## src/rtl/fifo_pkg.sv

```systemverilog
// rtl/fifo_pkg.sv - shared types and helpers for the extended synchronous FIFO
package fifo_pkg;

    typedef enum logic {FIFO_STD, FIFO_FWFT} fifo_mode_t;

    function automatic int fifo_depth(input int addr_width);
        return 1 << addr_width;
    endfunction

    // Thresholds must be reachable by a count in 0..DEPTH.
    function automatic bit fifo_params_legal(input int addr_width, input int af_thresh,
                                             input int ae_thresh);
        int depth;
        depth = fifo_depth(addr_width);
        return (addr_width >= 1) && (af_thresh >= 1) && (af_thresh <= depth) &&
               (ae_thresh >= 0) && (ae_thresh <= depth - 1);
    endfunction

endpackage

```

## src/rtl/fifo_mem_2p.sv

```systemverilog
// rtl/fifo_mem_2p.sv - register array, one synchronous write port, one asynchronous read port
module fifo_mem_2p #(
    parameter int DATA_WIDTH = 8,
    parameter int ADDR_WIDTH = 5
) (
    input  logic                  clk,
    input  logic                  we_i,
    input  logic [ADDR_WIDTH-1:0] waddr_i,
    input  logic [DATA_WIDTH-1:0] wdata_i,
    input  logic [ADDR_WIDTH-1:0] raddr_i,
    output logic [DATA_WIDTH-1:0] rdata_o
);

    logic [DATA_WIDTH-1:0] mem_q [2**ADDR_WIDTH];

    always_ff @(posedge clk) begin
        if (we_i) begin
            mem_q[waddr_i] <= wdata_i;
        end
    end

    assign rdata_o = mem_q[raddr_i];

endmodule

```

## src/rtl/sync_fifo_ext.sv

```systemverilog
// rtl/sync_fifo_ext.sv - single-clock FIFO with STD/FWFT read, programmable flags, flush and sticky errors
module sync_fifo_ext
    import fifo_pkg::*;
#(
    parameter int         DATA_WIDTH = 8,
    parameter int         ADDR_WIDTH = 5,
    parameter fifo_mode_t MODE       = FIFO_STD,
    parameter int         AF_THRESH  = 28,
    parameter int         AE_THRESH  = 4
) (
    input  logic                  clk,
    input  logic                  rst,
    input  logic                  flush,
    input  logic                  wr_en,
    input  logic [DATA_WIDTH-1:0] data_in,
    input  logic                  rd_en,
    output logic [DATA_WIDTH-1:0] data_out,
    output logic                  rd_valid,
    output logic                  full,
    output logic                  empty,
    output logic                  almost_full,
    output logic                  almost_empty,
    output logic [ADDR_WIDTH:0]   count,
    output logic [ADDR_WIDTH:0]   avail,
    output logic                  overflow,
    output logic                  underflow
);

    localparam int                DEPTH    = fifo_depth(ADDR_WIDTH);
    localparam logic [ADDR_WIDTH:0] DEPTH_V = (ADDR_WIDTH+1)'(DEPTH);
    localparam logic [ADDR_WIDTH:0] AF_V    = (ADDR_WIDTH+1)'(AF_THRESH);
    localparam logic [ADDR_WIDTH:0] AE_V    = (ADDR_WIDTH+1)'(AE_THRESH);
    localparam logic [ADDR_WIDTH:0] PTR_ONE = {{ADDR_WIDTH{1'b0}}, 1'b1};

    if (!fifo_params_legal(ADDR_WIDTH, AF_THRESH, AE_THRESH)) begin : g_bad_params
        $error("sync_fifo_ext: threshold parameters out of range");
    end

    logic [ADDR_WIDTH:0]   wptr_q, wptr_d, rptr_q, rptr_d;
    logic                  overflow_q, overflow_d, underflow_q, underflow_d;
    logic                  rd_accept, wr_accept, mem_we;
    logic [DATA_WIDTH-1:0] rdata;

    // The extra pointer bit disambiguates full from empty.
    assign count        = wptr_q - rptr_q;
    assign avail        = DEPTH_V - count;
    assign full         = (count == DEPTH_V);
    assign empty        = (count == '0);
    assign almost_full  = (count >= AF_V);
    assign almost_empty = (count <= AE_V);
    assign overflow     = overflow_q;
    assign underflow    = underflow_q;

    // A read on a full FIFO frees the slot the same-cycle write lands in.
    assign rd_accept = rd_en & ~empty;
    assign wr_accept = wr_en & (~full | rd_accept);
    assign mem_we    = wr_accept & ~flush;

    always_comb begin
        wptr_d      = wptr_q;
        rptr_d      = rptr_q;
        overflow_d  = overflow_q;
        underflow_d = underflow_q;
        if (flush) begin
            wptr_d      = '0;
            rptr_d      = '0;
            overflow_d  = 1'b0;
            underflow_d = 1'b0;
        end else begin
            if (wr_accept) wptr_d = wptr_q + PTR_ONE;
            if (rd_accept) rptr_d = rptr_q + PTR_ONE;
            if (wr_en && !wr_accept) overflow_d = 1'b1;
            if (rd_en && !rd_accept) underflow_d = 1'b1;
        end
    end

    always_ff @(posedge clk or negedge rst) begin
        if (!rst) begin
            wptr_q      <= '0;
            rptr_q      <= '0;
            overflow_q  <= 1'b0;
            underflow_q <= 1'b0;
        end else begin
            wptr_q      <= wptr_d;
            rptr_q      <= rptr_d;
            overflow_q  <= overflow_d;
            underflow_q <= underflow_d;
        end
    end

    fifo_mem_2p #(
        .DATA_WIDTH(DATA_WIDTH),
        .ADDR_WIDTH(ADDR_WIDTH)
    ) u_mem (
        .clk    (clk),
        .we_i   (mem_we),
        .waddr_i(wptr_q[ADDR_WIDTH-1:0]),
        .wdata_i(data_in),
        .raddr_i(rptr_q[ADDR_WIDTH-1:0]),
        .rdata_o(rdata)
    );

    if (MODE == FIFO_FWFT) begin : g_fwft
        // Memory is never cleared, so the head is masked while nothing is stored.
        assign data_out = empty ? '0 : rdata;
        assign rd_valid = ~empty;
    end else begin : g_std
        logic [DATA_WIDTH-1:0] dout_q;
        logic                  valid_q;

        always_ff @(posedge clk or negedge rst) begin
            if (!rst) begin
                dout_q  <= '0;
                valid_q <= 1'b0;
            end else if (flush) begin
                dout_q  <= '0;
                valid_q <= 1'b0;
            end else begin
                valid_q <= rd_accept;
                if (rd_accept) dout_q <= rdata;
            end
        end

        assign data_out = dout_q;
        assign rd_valid = valid_q;
    end

endmodule

```

## config.mk

```make
export PLATFORM = sky130hd
export DESIGN_NAME = sync_fifo_ext
export DESIGN_NICKNAME = d
export VERILOG_FILES = /design/src/rtl/fifo_pkg.sv /design/src/rtl/fifo_mem_2p.sv /design/src/rtl/sync_fifo_ext.sv
export SDC_FILE = /design/constraint.sdc
export NUM_CORES = 1
export LEC_CHECK = 0
export ABC_AREA = 1
export ABC_CLOCK_PERIOD_IN_PS = 6950
export BUFFER_PORTS_ARGS = -buffer_cell sky130_fd_sc_hd__buf_2
export CAP_MARGIN = 20
export CORE_MARGIN = 2
export CORE_UTILIZATION = 40
export CTS_BUF_LIST = sky130_fd_sc_hd__clkbuf_4 sky130_fd_sc_hd__clkbuf_8
export DETAILED_ROUTE_END_ITERATION = 8
export PLACE_DENSITY = 0.64
export SLEW_MARGIN = 5
export SYNTH_ARGS = -nofsm -noshare
export SYNTH_HDL_FRONTEND = slang
export SYNTH_SLANG_ARGS = --single-unit
```

## constraint.sdc

```tcl
create_clock -name clk -period 6.95 [get_ports clk]
set_input_delay 1.39 -clock clk [delete_from_list [all_inputs] [get_ports clk]]
set_output_delay 1.39 -clock clk [all_outputs]
set_load 0.02 [all_outputs]
```

; ---- Word level (Yosys, flattened, before mapping)
; Memory sizes are Yosys's and may differ from the RTL's.
; Index checks and enable logic that the tools add are counted.
[op_classes]
add_sub_neg = 4
mul = 0
div_mod_pow = 0
n_lt_le_gt_ge = 2
n_eq_ne = 1
shift = 0
mux = 13
n_bitwise = 7
n_reduce_logical = 9
[ops]
columns = cell, n
row1 = $mux 6, 4
row2 = $mux 8, 2
row3 = $add 6x1->6 const B, 2
row4 = $reduce_bool 2->1, 4
row5 = $mux 1, 7
row6 = $eq 6x6->1 const B, 1
row7 = $ge 6x5->1 const B, 1
row8 = $le 6x3->1 const B, 1
row9 = $logic_not 6->1, 1
row10 = $sub 6x6->6, 1
row11 = $sub 6x6->6 const A, 1
row12 = $and 1x1->1, 3
row13 = $not 1->1, 3
row14 = $logic_and 1x1->1, 2
row15 = $logic_not 1->1, 2
row16 = $or 1x1->1, 1
[word_totals]
regBits = 23
latch_bits = 0
ram_bits = 256
romBits = 0
inputBits = 13
output_inout_bits = 27
word_cells = 43
mem_count = 1
[memory_table]
columns = name, words, width, read_ports, rd_ports_with_merged_regs, wr, line_no
row1 = u_mem.mem_q, 32, 8, 1, 0, 1, fifo_mem_2p.sv:14  ; logic [DATA_WIDTH-1:0] mem_q [2**ADDR_WIDTH];

; ---- Depth between registers and ports, before layout
; Gate-level depths: netlist (run 1).
[logic_depth]
word_depth = 10
depth_mapped = 15
mapped_depth_nobuf = 14

; ---- By module
; Synthesis (run 1) repeated with hierarchy kept, for this count alone.
[unflattened]
cells_unflattened = 1108
hier_area_um2 = 12159.2
[by_module_without_submodules]
columns = module, instances, cells_each, area_per_inst_um2, seq_area_each_um2
row1 = fifo_mem_2p, 1, 914, 10626.4, 7687.4
row2 = sync_fifo_ext, 1, 194, 1532.7, 575.6

; ---- Least setup slack after synthesis (run 1)
; No wires, ideal clock.
[synth_path]
kind = reg-to-output
start = register rptr_q[2]
end = output port almost_empty
t_arrival_ns = 2.545
t_required_ns = 5.560
path_slack_ns = 3.015
stages_incl_launch_ff = 10
path_buffers = 2
cell_sequence = dfrtp_1 buf_2 clkinv_1 clkbuf_1 ha_1 a21oi_1 nand2_1 nand2_1 nand2_1 nor4_1
[synth_via]
elab_chain_cells = 2
[synth_lines]
columns = item, line_no
row1 = start: declaration, sync_fifo_ext.sv:39  ; logic [ADDR_WIDTH:0] wptr_q, wptr_d, rptr_q, rptr_d;
row2 = start signal: assignment, sync_fifo_ext.sv:85  ; rptr_q <= rptr_d;
row3 = $sub 6x6->6, sync_fifo_ext.sv:45  ; assign count = wptr_q - rptr_q;
row4 = named net count[3], sync_fifo_ext.sv:23  ; output logic [ADDR_WIDTH:0] count,
row5 = $le 6x3->1, sync_fifo_ext.sv:50  ; assign almost_empty = (count <= AE_V);
row6 = end: declaration, sync_fifo_ext.sv:22  ; output logic almost_empty,
; The timed path passes the listed nets, and every way through them passes these cells.

; ---- Worst setup path in the final report (run 1)
[layout_path]
start = register rptr_q[2]
end = output port almost_empty
[layout_via]
elab_chain_cells = 2
[layout_lines]
columns = item, line_no
row1 = $sub 6x6->6, sync_fifo_ext.sv:45
row2 = $le 6x3->1, sync_fifo_ext.sv:50
; Every way passes these cells.

==> impl_metrics.yaml, run 1 <==
yosys:
  synth_top_flop_cell: "edfxtp_1"
  synth-edff-count: 256
  synth_area_sq_um: 12490
  ys_seq_elements: 279
  synthArstFlopShare_pct: 8.244
  yosys.area.top_type_share_pct: 61.56
  yosysUniqueCellTypes: 28
  ys_seq_area_share_pct: 66.17
  synth_area_leader_cell: "edfxtp_1"
  syn_avg_cell_area_sq_um: 10.01
  syn_nets: 1272
  synthCells: 1247
  ys_warn_count: 0
  ys_top_cells_by_area: "edfxtp_1 (62%), nand2_1 (15%), nand3_1 (6.1%), dfrtp_1 (4.6%), nor2_1 (2.7%)"
place:
  portBuffers: 39
  gp_congestion: 0.8612
  hpwl_um: 18550
clocking:
  ctsResizeCount: 0
  clock_latency_ns: 0.56
  cts_setup_buffers: 0
  postCtsHoldBufs: 0
  cts_tree: "built"
  cts_buffers: 43
  root_buffer: "clkbuf_8"
  h-tree-depth: 2
  clk_pin_slew_ns: 0.06
  clock_tree.buffer_depth: 3
  cts.sinks: 279
cells_and_area:
  areaGrowthSynthToFinish_pct: 9.849
  final_nets: 1292
  final_layout_size_suffix_gt1_share_pct: 9.769
  diodes: 0
  n_fill_cell: 2877
sta:
  drv_slew: 0
  rsz0062_at_grt: "no"
  maxSlewHeadroom_pct: 27.19
  tns_ns: 0
  setup_viol: 0
  clock-skew-final_ns: 0.01910
  fmax_ghz: 0.1866
  worst_pin_slew_ns: 1.092
  hold_viol: 0
  finalCritPeriodShare_pct: 77.10
  fin_crit_ns: 5.359
die:
  io_pins: 40
  initial_core_util_pct: 40.72
  fp.dieH_um: 180.7
  rows: 64
  die_w_um: 180.7
  coreArea_sq_um: 30670
  die_area_sq_um: 32650
routing:
  via_per_inst: 5.101
  drtPass1Iterations: 7
  routedWlPerCell_um: 18.05
  ant_nets: 0
  wl_um: 30620
  vias: 8652
  drtIter0Drc: 930
  drc_errors: 0
setup_path:
  critPathMaxStageDelay_ns: 0.92
  timing.critical_path.buf_inv: 3
  cp_data_required_time_ns: 5.56
  cp_max_fo: 37
  cpMostUsedCell: "nand2_1"
  slowest_stage: "clkinv_1"
  arrival_ns: 3.97
  cp-end-kind: "output port"
  criticalPathCategory: "flip-flop to output port"
  worstPathCellList: "buf_4 -> clkinv_1 -> ha_1 -> a21oi_1 -> nand2_1 -> nand2_1 -> nand2_1 -> nor4_1 -> buf_2"
  crit_path_start_kind: "flip-flop"
  crit_family: "buffers and inverters"
hold_path:
  hold_path.class: "flip-flop to flip-flop"
global_routing:
  antenna_found_initial: 0
  grt_max_degree: 110
  grt_pass1_vias: 8528
  grt.overflow.total: 0
  grt_pass1_wl_um: 47570
  grtUsageTotal_pct: 18.89
pwr:
  power.density_nw_per_um2: 340.8
  p_leak_nw: 5.552
  power.total_mw: 4.676
  irDropWorstVdd_mv: 0.2437
job:
  maxCapViolations: 0
status:
  status: "finished clean"
## metrics by stage
stage	setup WS [ns]	instances	hold slack, ns	cell area [sq um]	util, %
global placement	2.259	1618	0.4827	12900	42.06
global route	1.267	1696	0.5396	13720	44.73
finish	1.591	1696	0.4898	13720	44.73
detailed placement	2.168	1618	0.4853	12900	42.06
CTS	1.598	1696	0.4994	13720	44.73
floorplan	3.015	1247	0.4978	12490	-
## layout by cell type, fill, tap and decap left out, types with 5 or more instances in the layout
cell type	Yosys	routed
clkbuf_4	0	13
o21ai_0	26	26
a21oi_1	5	5
clkinv_1	4	15
buf_2	34	39
nand3_1	151	151
edfxtp_1	256	256
nor2_1	89	89
inv_1	72	72
clkbuf_8	0	43
ha_1	11	11
clkinv_2	0	9
xor2_1	8	8
dfrtp_1	23	21
nand2_1	496	496
buf_4	4	5
nor3_1	8	8
nand4_1	10	10
## logic make-up (layout without fill, tap and decap cells)
logic type | count (synthesis) | after routing | synth area share [%]
buffers and inverters | 147 | 200 | 4.939
AO/OA/AOI/OAI | 32 | 32 | 1.302
flip-flops | 279 | 279 | 66.17
adder cells (fa/ha/maj) | 12 | 12 | 1.262
XOR/XNOR | 10 | 10 | 0.7014
AND/OR/NAND/NOR | 767 | 767 | 25.63
## layout make-up
class                           count  area [sq um]  share of cell area [%]
Timing Repair Buffer               44         232.7                   1.696
Inverter                           78         294.0                   2.143
Clock inverter                     22         130.1                  0.9486
Clock buffer                       56         689.4                   5.026
Tap cell                          396         495.5                   3.612
Multi-Input combinational cell    821          3608                   26.30
Sequential cell                   279          8268                   60.27
## path summary, 6_finish.rpt
path	from	end	slack [ns]	cells past startpoint
max	rptr_q[2]	almost_empty	1.59	9
min	underflow	underflow	0.49	1
max reg2reg	rptr_q[2]	u_mem.mem_q[17][3]	2.30	12
min reg2reg	underflow	underflow	0.49	1
max in group asynchronous	rst	rptr_q[0]	5.72	1
min in group asynchronous	rst	overflow	0.82	1
## routing by layer
metal  share of wire [%]  wire, um  track usage (%)
met1                  43     13260            26.33
met2                  45     13780            29.23
met3                 8.5      2617            3.830
met4                 3.1       960            7.226
met5                   0         0                0
## synthesized netlist by cell type (2+ instances only)
| library cell | number |
|---|---|
| buf_2 | 34 |
| nor3_1 | 8 |
| inv_2 | 2 |
| nand2_1 | 496 |
| inv_1 | 72 |
| nor2_1 | 89 |
| nand2_2 | 3 |
| clkbuf_1 | 19 |
| xnor2_1 | 2 |
| nand2_4 | 2 |
| nand3_4 | 3 |
| edfxtp_1 | 256 |
| nand4_1 | 10 |
| dfrtp_1 | 23 |
| ha_1 | 11 |
| nand3_1 | 151 |
| xor2_1 | 8 |
| a21oi_1 | 5 |
| nor2_4 | 3 |
| o21ai_0 | 26 |
| clkinv_1 | 4 |
| buf_1 | 11 |
| buf_4 | 4 |
## worst register-to-register path: cells and delay by family (launching register included)
family | cells | cell delay, ns
AND/OR/NAND/NOR | 9 | 1.93
adder cells (fa/ha/maj) | 1 | 0.74
flip-flops | 1 | 0.32
buffers and inverters | 2 | 1.30
## where the power goes
part / switching, mW / internal, mW / total [mW]
clock: 0.607 / 0.689 / 1.30
sequential: 0.0731 / 1.87 / 1.94
combinational: 1.03 / 0.403 / 1.44
total: 1.71 / 2.96 / 4.68
## flip-flops by register name (all words and copies together) (netlist names)
register,cells
data_out,8
overflow,1
rd_valid,1
rptr_q,6
u_mem.mem_q,256
underflow,1
wptr_q,6
Power figures use the tool's default switching activity.
==> inputs of run 2 (changes only) <==
Settings changed: ABC_CLOCK_PERIOD_IN_PS 6950 to 5600.
Clock period 6.95 ns to 5.6 ns, I/O delays scaled along.
==> run 2 against run 1 <==
  * Die area is the same
  * Utilization rose by 0.073 points
  * Critical path depth unchanged
  * Count of clock-buffer cells in the layout up 2
  * Sequential share of layout area is 0.099 points lower
  * Cell count barely moved
  * Largest cell class unchanged
  * Largest power group unchanged
  * Highest routed layer unchanged
==> impl_metrics.yaml, run 2 (synthesis gave the netlist of run 1 again) <==
setup_path:
  crit_start: "rptr_q[3]"
  arrival_ns: 3.54
  crit_path_start_kind: "flip-flop"
  worstPathCellList: "clkinv_1 -> ha_1 -> nand2_1 -> nor2_1 -> nand2_1 -> nand4_1 -> nand2_1 -> nor4_1 -> buf_2"
  r2r-start: "rptr_q[3]"
  cp_max_fo: 21
  slowest_stage: "dfrtp_1"
  criticalPathCategory: "flip-flop to output port"
  critPathMaxStageDelay_ns: 0.79
  cp-end-kind: "output port"
  timing.critical_path.buf_inv: 2
  cpMostUsedCell: "nand2_1"
  cp_data_required_time_ns: 4.48
  crit_family: "buffers and inverters"
pwr:
  p_int_mw: 3.663
  swShare_pct: 37.00
  power.density_nw_per_um2: 423.1
  p_leak_nw: 5.558
  irDropWorstVdd_mv: 0.2873
  power.share.sequential_pct: 41.5
  pwr-share-clk_pct: 27.9
  switchingPower_mw: 2.151
  combPwrFrac_pct: 30.7
routing:
  routedWlPerCell_um: 18.54
  ant_nets: 0
  wl_um: 31460
  drtPass1Iterations: 6
  drtIter0Drc: 1096
  vias: 8730
  drc_errors: 0
  via_per_inst: 5.144
sta:
  hold_viol: 0
  clock-skew-final_ns: 0.03057
  fin_hold_ws_ns: 0.4997
  drv_slew: 0
  setup_viol: 0
  worst_pin_slew_ns: 0.9216
  fin_crit_ns: 4.657
  rsz0062_at_grt: "no"
  tns_ns: 0
  finalCritPeriodShare_pct: 83.15
  maxSlewHeadroom_pct: 38.56
  fmax_ghz: 0.2147
die:
  fp.dieH_um: 180.7
  coreArea_sq_um: 30670
  io_pins: 40
  rows: 64
  initial_core_util_pct: 40.72
  die_area_sq_um: 32650
  die_w_um: 180.7
cells_and_area:
  layout_common_cells: "nand2_1 (496), edfxtp_1 (256), nand3_1 (151)"
  final_common_cell: "nand2_1"
  regMostFlops: "u_mem.mem_q"
  largest_reg_flops: 256
  diodes: 0
  final_layout_size_suffix_gt1_share_pct: 9.839
  final_nets: 1295
  n_fill_cell: 2870
  areaGrowthSynthToFinish_pct: 10.03
place:
  portBuffers: 39
  gp_congestion: 0.8834
  hpwl_um: 19310
global_routing:
  grt_pass1_vias: 8499
  grt_max_degree: 92
  antenna_found_initial: 0
  grtUsageTotal_pct: 19.33
  grt.overflow.total: 0
  grt_pass1_wl_um: 48710
job:
  maxCapViolations: 0
hold_path:
  hold_start: "underflow"
  hold_path.class: "flip-flop to flip-flop"
clocking:
  clock_tree.buffer_depth: 3
  cts.sinks: 279
  cts_setup_buffers: 0
  cts_tree: "built"
  clk_pin_slew_ns: 0.07
  root_buffer: "clkbuf_8"
  clock_latency_ns: 0.57
  h-tree-depth: 2
  ctsResizeCount: 0
  cts_buffers: 44
  postCtsHoldBufs: 0
status:
  status: "finished clean"
-- run 2: changes by cell type in the layout (fill, tap and decap cells not counted), sizes merged --
cell and change:
buf +2, bufinv -1, clkbuf +2, clkinv -2
-- run 2: path summary, 6_finish.rpt --
path | to | slack [ns] | depth (start not counted)
max reg2reg | u_mem.mem_q[9][7] | 1.33 | 10
min reg2reg | underflow | 0.50 | 1
min | underflow | 0.50 | 1
min in group asynchronous | rptr_q[2] | 0.56 | 1
max in group asynchronous | rptr_q[0] | 4.62 | 1
max | almost_empty | 0.94 | 9
-- run 2: final cells by class --
class	instances	area [sq um]	share of cell area [%]
clock inverter	19	110.1	0.8013
timing repair buffer	46	247.7	1.803
multi-input combinational	821	3608	26.26
clock buffer	58	716.9	5.218
tap	396	495.5	3.606
inverter	78	294.0	2.140
sequential	279	8268	60.17
-- run 2: through the flow --
stage	instance area (sq um)	setup WS (ns)	util [%]	cells	power [mW]
after floorplan	12490	1.935	-	1247	3.687
after global placement	12910	1.518	42.11	1620	4.217
after detailed placement	12910	1.347	42.11	1620	4.223
after CTS	13740	0.9615	44.80	1697	5.840
after global routing	13740	0.6361	44.80	1697	6.148
final	13740	0.9434	44.80	1697	5.814
-- run 2: per-layer routing --
metal  vias to the layer above  global-route usage [%]  wire length [um]
met4                         0                   5.419               809
met5                         -                       0                 0
met2                       364                   28.76             13570
li1                       4178                       -                 -
met3                        60                   3.749              2500
met1                      4128                   28.90             14580
-- run 2: power groups by stage --
stage	Clock, mW	Combinational (mW)	Sequential (mW)
floorplan	0	1.27	2.42
global placement	0	1.77	2.45
detailed placement	0	1.77	2.45
CTS	1.65	1.78	2.41
global route	1.75	1.98	2.42
finish	1.62	1.78	2.41
==> inputs of run 3 (changes only) <==
Settings changed: ABC_AREA 1 to 0, ABC_CLOCK_PERIOD_IN_PS 5600 to 3800, PLACE_DENSITY 0.64 to 0.67.
Clock period 5.6 ns to 3.8 ns, I/O delays scaled along.
==> run 3 against run 2 <==
  * Clock skew up 0.010 ns
  * Cell area shrank 2.0%
  * Utilization increased by 2.3 points
  * Register-to-register slack worse by 0.84 ns
  * Sequential share of layout area increased by 1.3 points
  * Count of clock-buffer cells in the layout up 3
  * Global-route usage down 2.2 points
==> impl_metrics.yaml, run 3 <==
die:
  io_pins: 40
  rows: 62
  fp.dieH_um: 173.7
  die_w_um: 173.7
  die_area_sq_um: 30180
  initial_core_util_pct: 40.37
  coreArea_sq_um: 28550
place:
  gp_congestion: 0.7868
  place_worst_setup_slack_ns: 0.3248
  hpwl_um: 15660
  portBuffers: 39
routing:
  via_per_inst: 5.397
  vias: 6287
  drtPass1Iterations: 5
  drtIter0Drc: 625
  drc_errors: 0
  ant_nets: 0
  wl_um: 25450
  routedWlPerCell_um: 21.84
status:
  status: "finished clean"
setup_path:
  criticalPathCategory: "flip-flop to output port"
  critPathMaxStageDelay_ns: 0.40
  crit_path_start_kind: "flip-flop"
  crit_family: "adder cells"
  cp-end-kind: "output port"
  arrival_ns: 2.86
  slowest_stage: "dfrtp_2"
  cp_max_fo: 7
  worstPathCellList: "inv_1 -> ha_1 -> fa_1 -> nand2b_1 -> a21oi_2 -> xor2_2 -> buf_4 -> a2111oi_4 -> buf_4 -> buf_2"
  cp_data_required_time_ns: 3.04
  cpMostUsedCell: "buf_4"
  timing.critical_path.buf_inv: 4
pwr:
  pwr-share-clk_pct: 31.7
  p_int_mw: 5.806
  irDropWorstVdd_mv: 0.2235
  swShare_pct: 28.88
  power.density_nw_per_um2: 606.5
  combPwrFrac_pct: 25.9
  switchingPower_mw: 2.357
  p_leak_nw: 4.532
  power.share.sequential_pct: 42.4
yosys:
  syn_nets: 659
  synth_area_leader_cell: "edfxtp_1"
  yosys.area.top_type_share_pct: 66.71
  yosysUniqueCellTypes: 49
  syn_avg_cell_area_sq_um: 18.18
  synth_area_sq_um: 11520
  synthArstFlopShare_pct: 8.244
  yosysMostFrequentCell: "edfxtp_1"
  synth-edff-count: 256
  ys_warn_count: 0
  ys_seq_area_share_pct: 71.70
  ys_seq_elements: 279
  synthCells: 634
  ys_top_cells_by_area: "edfxtp_1 (67%), mux4_2 (11%), dfrtp_1 (5.0%), mux2i_1 (1.5%), nor3_1 (1.5%)"
  synth_top_flop_cell: "edfxtp_1"
  synth_commonest_cells: "edfxtp_1 (256), mux4_2 (56), nor3_1 (34)"
sta:
  worst_pin_slew_ns: 0.9614
  drv_slew: 0
  fmax_ghz: 0.2759
  finalCritPeriodShare_pct: 95.36
  rsz0062_at_grt: "no"
  tns_ns: 0
  fin_crit_ns: 3.624
  worst_slack_ns: 0.1761
  setup_viol: 0
  clock-skew-final_ns: 0.04075
  maxSlewHeadroom_pct: 35.91
  hold_viol: 0
clocking:
  cts_buffers: 44
  clk_pin_slew_ns: 0.07
  clock_latency_ns: 0.56
  clock_tree.buffer_depth: 3
  root_buffer: "clkbuf_8"
  cts.sinks: 279
  cts_tree: "built"
  h-tree-depth: 2
  postCtsHoldBufs: 0
hold_path:
  hold_path.class: "input port to async pin"
cells_and_area:
  regMostFlops: "u_mem.mem_q"
  areaGrowthSynthToFinish_pct: 16.80
  largest_reg_flops: 256
  diodes: 0
  final_nets: 774
  layout_common_cells: "edfxtp_1 (256), buf_4 (58), mux4_2 (56)"
  final_common_cell: "edfxtp_1"
  final_layout_size_suffix_gt1_share_pct: 32.52
job:
  maxCapViolations: 0
global_routing:
  grt_pass1_wl_um: 38860
  grtUsageTotal_pct: 17.11
  antenna_found_initial: 0
  grt_max_degree: 51
  grt_pass1_vias: 6492
  grt.overflow.total: 0
[run 3: worst reg2reg max path: cells and delay by family (launching register included)]
family                 cells  cell delay, ns
and+or+nand+nor            1            0.18
DFF                        1            0.40
muxes                      2            0.97
AOI/OAI and AO/OA          2            0.36
buffers and inverters      2            1.28
[run 3: worst paths after layout]
kind	slack, ns	from	cells after the start	end
hold / removal	0.23	rst	1	rd_valid
min in group clk	0.50	overflow	2	overflow
hold reg to reg	0.50	overflow	2	overflow
setup / recovery	0.18	wptr_q[0]	10	full
max in group asynchronous	3.05	rst	1	rptr_q[0]
setup reg to reg	0.49	rptr_q[0]	7	data_out[5]
[run 3: area by class of cell]
class / count / area (sq um)
inverters: 13 / 48.80
fillers: 2434 / 15090
flip-flops and latches: 279 / 8269
well taps: 384 / 480.5
clock inverters: 17 / 156.4
repair buffers: 101 / 668.1
clock buffers: 61 / 745.7
multi-input cells: 310 / 3090
[run 3: repair_timing]
item | CTS | global route
setup buffers | 5 | 1
gates cloned | 0 | 0
resized for setup | 2 | 4
pin swaps | 1 | 0
endpoints found under the setup margin | 4 | 5
[run 3: routing by layer]
layer / wire [um] / share of wire (%) / global-route usage, % / vias to the layer above
met4: 710 / 2.8 / 6.513 / 0
met3: 1532 / 6.0 / 2.982 / 51
met1: 10670 / 42 / 23.26 / 3195
li1: - / - / - / 2817
met2: 12540 / 49 / 27.76 / 224
met5: 0 / 0 / 0 / -
[run 3: power groups by stage]
stage	sequential, mW	clock, mW	combinational, mW
floorplan	3.55	0	1.44
global placement	3.53	0	2.03
detailed placement	3.53	0	2.04
CTS	3.46	2.65	2.12
global route	3.46	2.78	2.27
finish	3.46	2.59	2.12
[run 3: cell families after synthesis]
family,synth area share [%]
flops,71.70
simple gates,5.657
mux,13.89
compound gates,4.940
buf+inv,1.781
fa+ha+maj,1.368
xor+xnor,0.6623
[run 3: through the flow]
| stage | power (mW) | cell area, sq um | utilization, % | hold slack, ns | std cells |
|---|---|---|---|---|---|
| after global routing | 8.515 | 13460 | 47.15 | 0.2465 | 1165 |
| final | 8.163 | 13460 | 47.15 | 0.2282 | 1165 |
| after CTS | 8.218 | 13410 | 46.99 | 0.2245 | 1161 |
| after detailed placement | 5.571 | 12460 | 43.66 | 0.4857 | 1078 |
| after global placement | 5.559 | 12460 | 43.66 | 0.4776 | 1078 |
| after floorplan | 4.992 | 11530 | - | 0.4644 | 634 |
